[src/rtl/scanout_pkg.sv]
// Shared timing constants, colour types and the fixed gameboard palette for the frame scanout engine.
package scanout_pkg;

    localparam int unsigned H_TOTAL      = 800;
    localparam int unsigned H_SYNC_START = 656;
    localparam int unsigned H_SYNC_END   = 752;
    localparam int unsigned V_TOTAL      = 525;
    localparam int unsigned V_SYNC_START = 490;
    localparam int unsigned V_SYNC_END   = 492;
    localparam int unsigned FRAME_PIXELS = 307200;
    localparam int unsigned ADDR_W       = 20;

    typedef logic [2:0] color_idx_t;

    typedef struct packed {
        logic [7:0] r;
        logic [7:0] g;
        logic [7:0] b;
    } rgb_t;

    // Index order: black, wall blue, pellet, pac yellow, Blinky, Pinky, Inky, Clyde.
    localparam rgb_t PALETTE [8] = '{
        rgb_t'(24'h000000),
        rgb_t'(24'h2121DE),
        rgb_t'(24'hFFB8AE),
        rgb_t'(24'hFFFF00),
        rgb_t'(24'hFF0000),
        rgb_t'(24'hFFB8FF),
        rgb_t'(24'h00FFFF),
        rgb_t'(24'hFFB852)
    };

endpackage

[src/rtl/frame_scanout_vga_timing.sv]
// vga_timing: pixel-clock divider, hc/vc raster counters, sync/visibility decode and frame_start.
module vga_timing
    import scanout_pkg::*;
#(
    parameter int unsigned CLK_DIV = 2,
    parameter int unsigned H_VIS   = 640,
    parameter int unsigned V_VIS   = 480,
    parameter int unsigned H_TOT   = H_TOTAL,
    parameter int unsigned H_SS    = H_SYNC_START,
    parameter int unsigned H_SE    = H_SYNC_END,
    parameter int unsigned V_TOT   = V_TOTAL,
    parameter int unsigned V_SS    = V_SYNC_START,
    parameter int unsigned V_SE    = V_SYNC_END
) (
    input  logic i_clk,
    input  logic i_rst_n,
    output logic o_pix_en_c,
    output logic o_wrap_c,
    output logic o_vis_c,
    output logic o_vis_nxt_c,
    output logic o_hs_n_c,
    output logic o_vs_n_c,
    output logic o_vblank_c,
    output logic o_vga_clk,
    output logic o_frame_start
);

    localparam int unsigned DIV_W = $clog2(CLK_DIV);
    localparam int unsigned HC_W  = $clog2(H_TOT);
    localparam int unsigned VC_W  = $clog2(V_TOT);

    logic [DIV_W-1:0] r_div, w_div_nxt;
    logic [HC_W-1:0]  r_hc, w_hc_nxt;
    logic [VC_W-1:0]  r_vc, w_vc_nxt;
    logic             r_vga_clk, r_frame_start;
    logic             w_pix_en, w_h_last, w_v_last, w_wrap;

    // Next-position logic; the counters only move on the last Clk of a pixel.
    always_comb begin
        w_pix_en  = (r_div == DIV_W'(CLK_DIV - 1));
        w_h_last  = (r_hc == HC_W'(H_TOT - 1));
        w_v_last  = (r_vc == VC_W'(V_TOT - 1));
        w_wrap    = w_pix_en && w_h_last && w_v_last;
        w_div_nxt = w_pix_en ? '0 : r_div + 1'b1;
        w_hc_nxt  = r_hc;
        w_vc_nxt  = r_vc;
        if (w_pix_en) begin
            if (w_h_last) begin
                w_hc_nxt = '0;
                w_vc_nxt = w_v_last ? '0 : r_vc + 1'b1;
            end else begin
                w_hc_nxt = r_hc + 1'b1;
            end
        end
    end

    always_ff @(posedge i_clk or negedge i_rst_n) begin
        if (!i_rst_n) begin
            r_div         <= '0;
            r_hc          <= '0;
            r_vc          <= '0;
            r_vga_clk     <= 1'b1;
            r_frame_start <= 1'b0;
        end else begin
            r_div         <= w_div_nxt;
            r_hc          <= w_hc_nxt;
            r_vc          <= w_vc_nxt;
            r_vga_clk     <= (w_div_nxt < DIV_W'(CLK_DIV / 2));
            r_frame_start <= w_wrap;
        end
    end

    assign o_pix_en_c    = w_pix_en;
    assign o_wrap_c      = w_wrap;
    assign o_vis_c       = (r_hc < HC_W'(H_VIS)) && (r_vc < VC_W'(V_VIS));
    assign o_vis_nxt_c   = (w_hc_nxt < HC_W'(H_VIS)) && (w_vc_nxt < VC_W'(V_VIS));
    assign o_hs_n_c      = !((r_hc >= HC_W'(H_SS)) && (r_hc < HC_W'(H_SE)));
    assign o_vs_n_c      = !((r_vc >= VC_W'(V_SS)) && (r_vc < VC_W'(V_SE)));
    assign o_vblank_c    = (r_vc >= VC_W'(V_VIS));
    assign o_vga_clk     = r_vga_clk;
    assign o_frame_start = r_frame_start;

endmodule

[src/rtl/frame_scanout.sv]
// Frame buffer read engine: raster address generation, read-latency alignment and palette output stage.
// Optional double buffering (swap_req/front_sel) is enabled with the SCANOUT_DBUF_EN macro.
module frame_scanout
    import scanout_pkg::*;
#(
    parameter int unsigned CLK_DIV = 2,
    parameter int unsigned H_VIS   = 640,
    parameter int unsigned V_VIS   = 480,
    parameter int unsigned H_TOT   = H_TOTAL,
    parameter int unsigned H_SS    = H_SYNC_START,
    parameter int unsigned H_SE    = H_SYNC_END,
    parameter int unsigned V_TOT   = V_TOTAL,
    parameter int unsigned V_SS    = V_SYNC_START,
    parameter int unsigned V_SE    = V_SYNC_END
) (
    input  logic              Clk,
    input  logic              Reset_n,
    output logic [ADDR_W-1:0] read_address,
    input  color_idx_t        data_Out,
    output logic [7:0]        VGA_R,
    output logic [7:0]        VGA_G,
    output logic [7:0]        VGA_B,
    output logic              VGA_HS,
    output logic              VGA_VS,
    output logic              VGA_BLANK_N,
    output logic              VGA_CLK,
    output logic              frame_start,
    output logic              vblank
`ifdef SCANOUT_DBUF_EN
    ,
    input  logic              swap_req,
    output logic              front_sel
`endif
);

    logic              w_pix_en, w_wrap, w_vis, w_vis_nxt, w_hs_n, w_vs_n, w_vblank;
    logic [ADDR_W-1:0] r_addr_cnt, w_addr_nxt, w_rd_nxt, r_read_address;
    rgb_t              r_rgb;
    logic              r_hs_n, r_vs_n, r_blank_n, r_vblank;

    vga_timing #(
        .CLK_DIV (CLK_DIV),
        .H_VIS   (H_VIS),
        .V_VIS   (V_VIS),
        .H_TOT   (H_TOT),
        .H_SS    (H_SS),
        .H_SE    (H_SE),
        .V_TOT   (V_TOT),
        .V_SS    (V_SS),
        .V_SE    (V_SE)
    ) u_timing (
        .i_clk         (Clk),
        .i_rst_n       (Reset_n),
        .o_pix_en_c    (w_pix_en),
        .o_wrap_c      (w_wrap),
        .o_vis_c       (w_vis),
        .o_vis_nxt_c   (w_vis_nxt),
        .o_hs_n_c      (w_hs_n),
        .o_vs_n_c      (w_vs_n),
        .o_vblank_c    (w_vblank),
        .o_vga_clk     (VGA_CLK),
        .o_frame_start (frame_start)
    );

    // addr_cnt always holds the linear index of the current pixel, so no y*640 multiply is needed.
    always_comb begin
        w_addr_nxt = r_addr_cnt;
        if (w_pix_en) begin
            if (w_wrap) begin
                w_addr_nxt = '0;
            end else if (w_vis) begin
                w_addr_nxt = r_addr_cnt + 1'b1;
            end
        end
    end

`ifdef SCANOUT_DBUF_EN
    logic r_front_sel, r_swap_pend, w_swap_any, w_front_nxt;

    assign w_swap_any  = r_swap_pend | swap_req;
    assign w_front_nxt = (w_wrap && w_swap_any) ? !r_front_sel : r_front_sel;
    assign w_rd_nxt    = w_addr_nxt + (w_front_nxt ? ADDR_W'(FRAME_PIXELS) : '0);
    assign front_sel   = r_front_sel;

    // Swap requests stay pending until the next frame wrap, which flips the displayed half.
    always_ff @(posedge Clk or negedge Reset_n) begin
        if (!Reset_n) begin
            r_front_sel <= 1'b0;
            r_swap_pend <= 1'b0;
        end else begin
            r_front_sel <= w_front_nxt;
            r_swap_pend <= w_wrap ? 1'b0 : w_swap_any;
        end
    end
`else
    assign w_rd_nxt = w_addr_nxt;
`endif

    // Address is launched with the counters so the read data lands one Clk before the next pix_en.
    always_ff @(posedge Clk or negedge Reset_n) begin
        if (!Reset_n) begin
            r_addr_cnt     <= '0;
            r_read_address <= '0;
        end else begin
            r_addr_cnt <= w_addr_nxt;
            if (w_pix_en && w_vis_nxt) begin
                r_read_address <= w_rd_nxt;
            end
        end
    end

    // Output stage captures the pixel being left, so colour and sync share one pixel of delay.
    always_ff @(posedge Clk or negedge Reset_n) begin
        if (!Reset_n) begin
            r_rgb     <= '0;
            r_hs_n    <= 1'b1;
            r_vs_n    <= 1'b1;
            r_blank_n <= 1'b0;
            r_vblank  <= 1'b0;
        end else if (w_pix_en) begin
            r_rgb     <= w_vis ? PALETTE[data_Out] : '0;
            r_hs_n    <= w_hs_n;
            r_vs_n    <= w_vs_n;
            r_blank_n <= w_vis;
            r_vblank  <= w_vblank;
        end
    end

    assign read_address = r_read_address;
    assign VGA_R        = r_rgb.r;
    assign VGA_G        = r_rgb.g;
    assign VGA_B        = r_rgb.b;
    assign VGA_HS       = r_hs_n;
    assign VGA_VS       = r_vs_n;
    assign VGA_BLANK_N  = r_blank_n;
    assign vblank       = r_vblank;

endmodule
[config.mk]
export PLATFORM = sky130hd
export DESIGN_NAME = frame_scanout
export DESIGN_NICKNAME = d
export VERILOG_FILES = /design/src/rtl/scanout_pkg.sv /design/src/rtl/frame_scanout_vga_timing.sv /design/src/rtl/frame_scanout.sv
export SDC_FILE = /design/constraint.sdc
export NUM_CORES = 1
export LEC_CHECK = 0
export CORE_AREA = 2 2 104 131
export DETAILED_ROUTE_END_ITERATION = 12
export DIE_AREA = 0 0 106 133
export SYNTH_ARGS = -nofsm -noshare
export SYNTH_HDL_FRONTEND = slang
export SYNTH_HIERARCHICAL = 1
export SYNTH_SLANG_ARGS = --single-unit
[constraint.sdc]
create_clock -name Clk -period 3.79 [get_ports Clk]
set_input_delay 0.5685 -clock Clk [delete_from_list [all_inputs] [get_ports Clk]]
set_output_delay 0.5685 -clock Clk [all_outputs]
set_load 0.005 [all_outputs]
# Yosys cells after proc, flatten, opt, wreduce, memory -nomap -nowiden

Memory sizes are Yosys's and may differ from the RTL's.
Index checks and enable logic that the tools add are counted.

Memories: 1
Output and inout port bits: 50
Latch bits: 0
Logic and storage cells: 54
Flip-flop bits (word level): 91
Input bits: 5
ROM bits: 192
Memory bits (writable): 0

Muxes and demuxes: 12
Shift operators: 0
Eq/ne operators: 2
Add/sub/neg operators: 4
Multiply operators: 0
Reductions and logical operators: 9
Bitwise operators: 1
Divide/modulo/power cells: 0
$lt $le $gt $ge: 11

Memory list:

| name             | depth | bits a word | rd ports | clocked after memory_dff | wr ports | line                 | RTL |
|---|---|---|---|---|---|---|---|
| (name not given) | 8     | 24          | 1        | 0                        | 0        | frame_scanout.sv:121 | `r_rgb <= w_vis ? PALETTE[data_Out] : '0;` |

Operators with widths:

| operator                                                                             | number |
|---|---|
| 24-bit two-way mux                                                                   | 3 |
| 20-bit two-way mux                                                                   | 3 |
| 10-bit two-way mux                                                                   | 5 |
| 10-bit less-than comparator, second input constant                                   | 3 |
| 10-bit by 9-bit less-than comparator with 1-bit output, second input constant        | 3 |
| 10-bit by 1-bit adder with 10-bit output, second input constant                      | 2 |
| 20-bit by 1-bit adder with 20-bit output, second input constant                      | 1 |
| 10-bit == test, second input constant                                                | 2 |
| 10-bit by 9-bit greater-or-equal comparator with 1-bit output, second input constant | 2 |
| 10-bit greater-or-equal comparator, second input constant                            | 1 |
| 1-bit logical AND                                                                    | 7 |
| 4-bit greater-or-equal comparator, second input constant                             | 1 |
| 3-bit NOT with 4-bit output                                                          | 1 |
| 1-bit logical NOT                                                                    | 2 |
| 1-bit adder, second input constant                                                   | 1 |
| 1-bit less-than comparator, second input constant                                    | 1 |
| 1-bit two-way mux                                                                    | 1 |

# Depth between registers and ports, before layout

Depth after elaboration: 7
Gate-level depth with buffers: 12
Gate-level depth less buffers: 10

# By module

Netlist, hierarchy kept.

By module, submodules not included:

| module        | area an instance (um^2) | seq. area each (um^2) | cells an instance | times used |
|---|---|---|---|---|
| frame_scanout | 2523.7                  | 1378.8                | 246               | 1 |
| vga_timing    | 1262.5                  | 576.8                 | 130               | 1 |

# Worst setup path before layout

Ideal clock, no wire load.

Path kind: register to register
Start: register u_timing.r_div, in the netlist u_timing/o_pix_en_c
End: register r_read_address[1], in the netlist read_address[1]
Cell stages (with the launch flop): 10
Required time: 3.665 ns
Setup slack: 1.268 ns
Arrival: 2.397 ns
Buffers on the path: 2
Clock period less this slack: 2.522 ns
Setup time: 0.125 ns
Cell sequence: dfrtp_1 > buf_2 > nand4_4 > or4_4 > nor2_4 > a32o_2 > a311oi_1 > nand2_1 > clkbuf_1 > mux2_2

Word-level cells in the longest chain between the ends: 4
Elaborated cells on any way between the ends: 10
Classes of those cells: order compare: 2; mux: 4; reduce/logical: 4

Ends and longest elaborated chain:

| what                                                   | line                           | RTL |
|---|---|---|
| start: declaration                                     | frame_scanout_vga_timing.sv:32 | `logic [DIV_W-1:0] r_div, w_div_nxt;` |
| start signal: assignment                               | frame_scanout_vga_timing.sv:65 | `r_div <= w_div_nxt;` |
| 10-bit two-way mux                                     | frame_scanout_vga_timing.sv:47 | `if (w_pix_en) begin` |
| named net u_timing.w_vc_nxt[9]                         | frame_scanout_vga_timing.sv:34 | `logic [VC_W-1:0] r_vc, w_vc_nxt;` |
| 10-bit by 9-bit less-than comparator with 1-bit output | frame_scanout_vga_timing.sv:76 | `assign o_vis_nxt_c = (w_hc_nxt < HC_W'(H_VIS)) && (w_vc_nxt < VC_W'(V_VIS));` |
| 1-bit logical AND                                      | frame_scanout_vga_timing.sv:76 |  |
| named net w_vis_nxt                                    | frame_scanout.sv:36            | `logic w_pix_en, w_wrap, w_vis, w_vis_nxt, w_hs_n, w_vs_n, w_vblank;` |
| 1-bit logical AND                                      | frame_scanout.sv:106           | `if (w_pix_en && w_vis_nxt) begin` |
| end signal: assignment                                 | frame_scanout.sv:107           | `r_read_address <= w_rd_nxt;` |
| end: declaration                                       | frame_scanout.sv:37            | `logic [ADDR_W-1:0] r_addr_cnt, w_addr_nxt, w_rd_nxt, r_read_address;` |

The timed path passes the listed nets, and every way through them passes these cells.
A chain may end at the register's enable or synchronous reset.

# Worst setup path after layout

Start: register u_timing.r_hc[0]
End: register r_read_address[15], in the netlist read_address[15]

Word-level cells in the longest chain between the ends: 6
Elaborated cells on any way between the ends: 17
Classes of those cells: add/sub: 1; order compare: 3; eq/ne: 1; mux: 7; reduce/logical: 5

Ends and longest elaborated chain:

| what                                                   | line                           | RTL |
|---|---|---|
| start: declaration                                     | frame_scanout_vga_timing.sv:33 | `logic [HC_W-1:0] r_hc, w_hc_nxt;` |
| start signal: assignment                               | frame_scanout_vga_timing.sv:66 | `r_hc <= w_hc_nxt;` |
| 10-bit == test                                         | frame_scanout_vga_timing.sv:41 | `w_h_last = (r_hc == HC_W'(H_TOT - 1));` |
| 10-bit two-way mux                                     | frame_scanout_vga_timing.sv:48 | `if (w_h_last) begin` |
| 10-bit two-way mux                                     | frame_scanout_vga_timing.sv:47 |  |
| named net u_timing.w_vc_nxt[9]                         | frame_scanout_vga_timing.sv:34 |  |
| 10-bit by 9-bit less-than comparator with 1-bit output | frame_scanout_vga_timing.sv:76 |  |
| 1-bit logical AND                                      | frame_scanout_vga_timing.sv:76 |  |
| named net w_vis_nxt                                    | frame_scanout.sv:36            |  |
| 1-bit logical AND                                      | frame_scanout.sv:106           |  |

The timed path passes the listed nets, and every way through them passes these cells.

==> results.ini <==
[critical_path]
crit_path_start_kind=flip-flop
cp.required_ps=4030
end_kind=flip-flop
cp_max_fo=22
startpoint=u_timing/r_hc[0]
crit_type=flip-flop to flip-flop
crit_arrival_ps=3330
r2r_start=u_timing/r_hc[0]

[grt]
first_global_vias=2702
grt_pass1_wl_um=12900
grt-ovfl-total=0
grt_max_degree=79
track_usage_pct=11.5
antenna_found_initial=0

[logic_synthesis]
synthFlopType=dfrtp_1
netlist_top_cells_count=75 x dfrtp_1, 38 x nand2_1, 35 x nor2_1
yosysWarnings=6
ys_types=47
synth-edff-count=0
syn_inst=376
synth_xor_area_share_pct=6.48
synthArstFlopShare_pct=100
synth_top_family_by_area=simple AND/OR/NAND/NOR gates
synthMuxAreaShare_pct=3.14
synthTopCellsByArea=dfrtp_1 50%, xor2_1 4.6%, o21ai_0 4.0%, nand2_1 3.8%, nor2_1 3.5%
synth.largest_area_cell=dfrtp_1
synth-simple-area-share_pct=19.8
synth_top_area_share_pct=49.6
synth_seq_cells=78
syn-num-nets=391
yosysMostFrequentCell=dfrtp_1
synthesis.area_um2=3790
synth_fa_ha_area_share_pct=3.30
ys_seq_area_share_pct=51.7
synth-compound-area-share_pct=8.33
postSynthAreaPerCell_um2=10.1

[status]
status=finished, final reports clean

[floorplan]
rows=47
coreArea_um2=13000
die_x_um=106
dieHeight_um=133
io_pins=55
initial_core_util_pct=29.1
die-area_um2=14100

[routing]
drt-initial-drc-count=119
firstDrtPassIters=4
antenna_left=0
drc=0
via_per_inst=4.64
vias=2745
wl_per_cell_um=13.0
routed_wl_um=7690

[cells_and_area]
fill_cells=1243
area_growth_syn_to_layout_pct=24.8
seq_area_um2=1960
n_antenna_cell=0
drive_gt1_share_pct=9.76
multi_input_area_um2=1560
layout.nets=430

[timing]
slew_headroom_pct=35.3
finalHoldViolations=0
setup_viol=0
fmax_ghz=0.324
finalCriticalPeriod_ps=3090
fin_skew_ps=4.83
period_share_pct=81.5
worst_hold_slack_ps=386
fin_tns_setup_ps=0
worst_pin_slew_ps=970
maxSlewViolCount=0
rsz0062_at_grt=no

[clocking]
ctsResizeCount=0
cts_tree=yes
hold_buffers=0
path_clk_slew_ps=60
clock_path_buffers=2
root_buffer=clkbuf_16
cts_setup_buffers=0
cts_made_buffers=9
cts.htree.levels=3
clock_sinks=78
insertion_delay_ps=330

[pwr]
p_per_area_nw_per_um2=403
ir_drop_uv=220
p_comb_share_pct=4.5
seq_power_share_pct=44.6
p_leak_nw=2.07
p_int_w=0.00153
clockPowerShare_pct=50.8
power_switching_w=0.000376
swShare_pct=19.8
power_w=0.00190

[min_path]
min_path_type=input pin to asynchronous set/reset pin

[placed_design]
dp_hpwl_um=5320
io_buffer_count=54
gp_congestion=0.800

[flow_run]
maxCapViolCount=0

area by class of cell:
cell class,instances,share of cell area (%)
inverters,25,1.99
clock buffers,9,4.77
clock inverters,7,2.38
multi-input cells,243,32.9
repair buffers,58,12.0
flip-flops and latches,78,41.4
well taps,171,4.53
critical path: stages (launching register included):
cell      delay [ps]
dfrtp_1          380
ha_1             250
nand4_4          170
nor4_4           580
o21ai_1          140
a32o_2           260
a311oi_1         260
nand2_1           80
buf_4            230
or2_2            430
o21ai_0          210
power groups by stage:
stage	clock (W)	sequential (W)	combinational, W
after floorplan	0	0.000866	0.0000365
after global placement	0	0.000864	0.0000876
after detailed placement	0	0.000865	0.0000887
after CTS	0.000993	0.000851	0.0000888
after global routing	0.00104	0.000852	0.0000974
final	0.000968	0.000850	0.0000862
layout by cell type, fill, tap and decap left out, drive strengths merged, types with 7 or more instances in the layout:
cell	instances
mux2	7
dfrtp	75
nor3	9
o22ai	9
inv	25
xor2	20
ha	10
clkbuf	9
nand2	38
nand3	16
nand4	18
o21ai	33
xnor2	8
clkdlybuf4s50	53
nor2	37
per-stage QoR:
stage	cells	setup WS, ps	instance area (um^2)	utilization, %
after floorplan	376	1270	3790	-
after global placement	575	817	4390	33.8
after detailed placement	575	711	4390	33.8
after CTS	591	694	4720	36.4
after global routing	591	418	4720	36.4
final	591	702	4720	36.4
metal layers:
metal | GRT usage [%] | up-vias | wire (um)
li1 | - | 1347 | -
met1 | 13.7 | 1323 | 3450
met2 | 18.9 | 64 | 3700
met3 | 3.79 | 11 | 385
met4 | 5.26 | 0 | 159
met5 | 0 | - | 0
sequential cells by signal (all words and copies together) (netlist names):
| register | flops |
|---|---|
| r_addr_cnt | 20 |
| u_timing/o_vga_clk | 1 |
| VGA_G | 4 |
| u_timing/r_vc | 10 |
| u_timing/o_pix_en_c | 1 |
| VGA_R | 2 |
| u_timing/o_frame_start | 1 |
| VGA_VS | 1 |
| VGA_HS | 1 |
| u_timing/r_hc | 10 |
| VGA_B | 5 |
| VGA_BLANK_N | 1 |
| read_address | 20 |
| vblank | 1 |
final timing paths:
kind                                    end  slack [ps]  cells past startpoint
min in group Clk            read_address[4]         480                      2
max                        read_address[15]         700                     10
min                        u_timing/r_hc[9]         390                      1
min reg2reg                 read_address[4]         480                      2
max in group asynchronous    r_addr_cnt[15]        2770                      1
max reg2reg                read_address[15]         700                     10
kinds of logic (layout without fill, tap and decap cells):
logic type / count (synthesis) / count (layout)
xor gates and xnor gates: 28 / 28
DFF: 78 / 78
AOI/OAI and AO/OA: 54 / 54
and+or+nand+nor: 140 / 140
adders and majority gates: 10 / 10
muxes: 11 / 11
buffers and inverters: 55 / 99
Power figures use the tool's default switching activity.
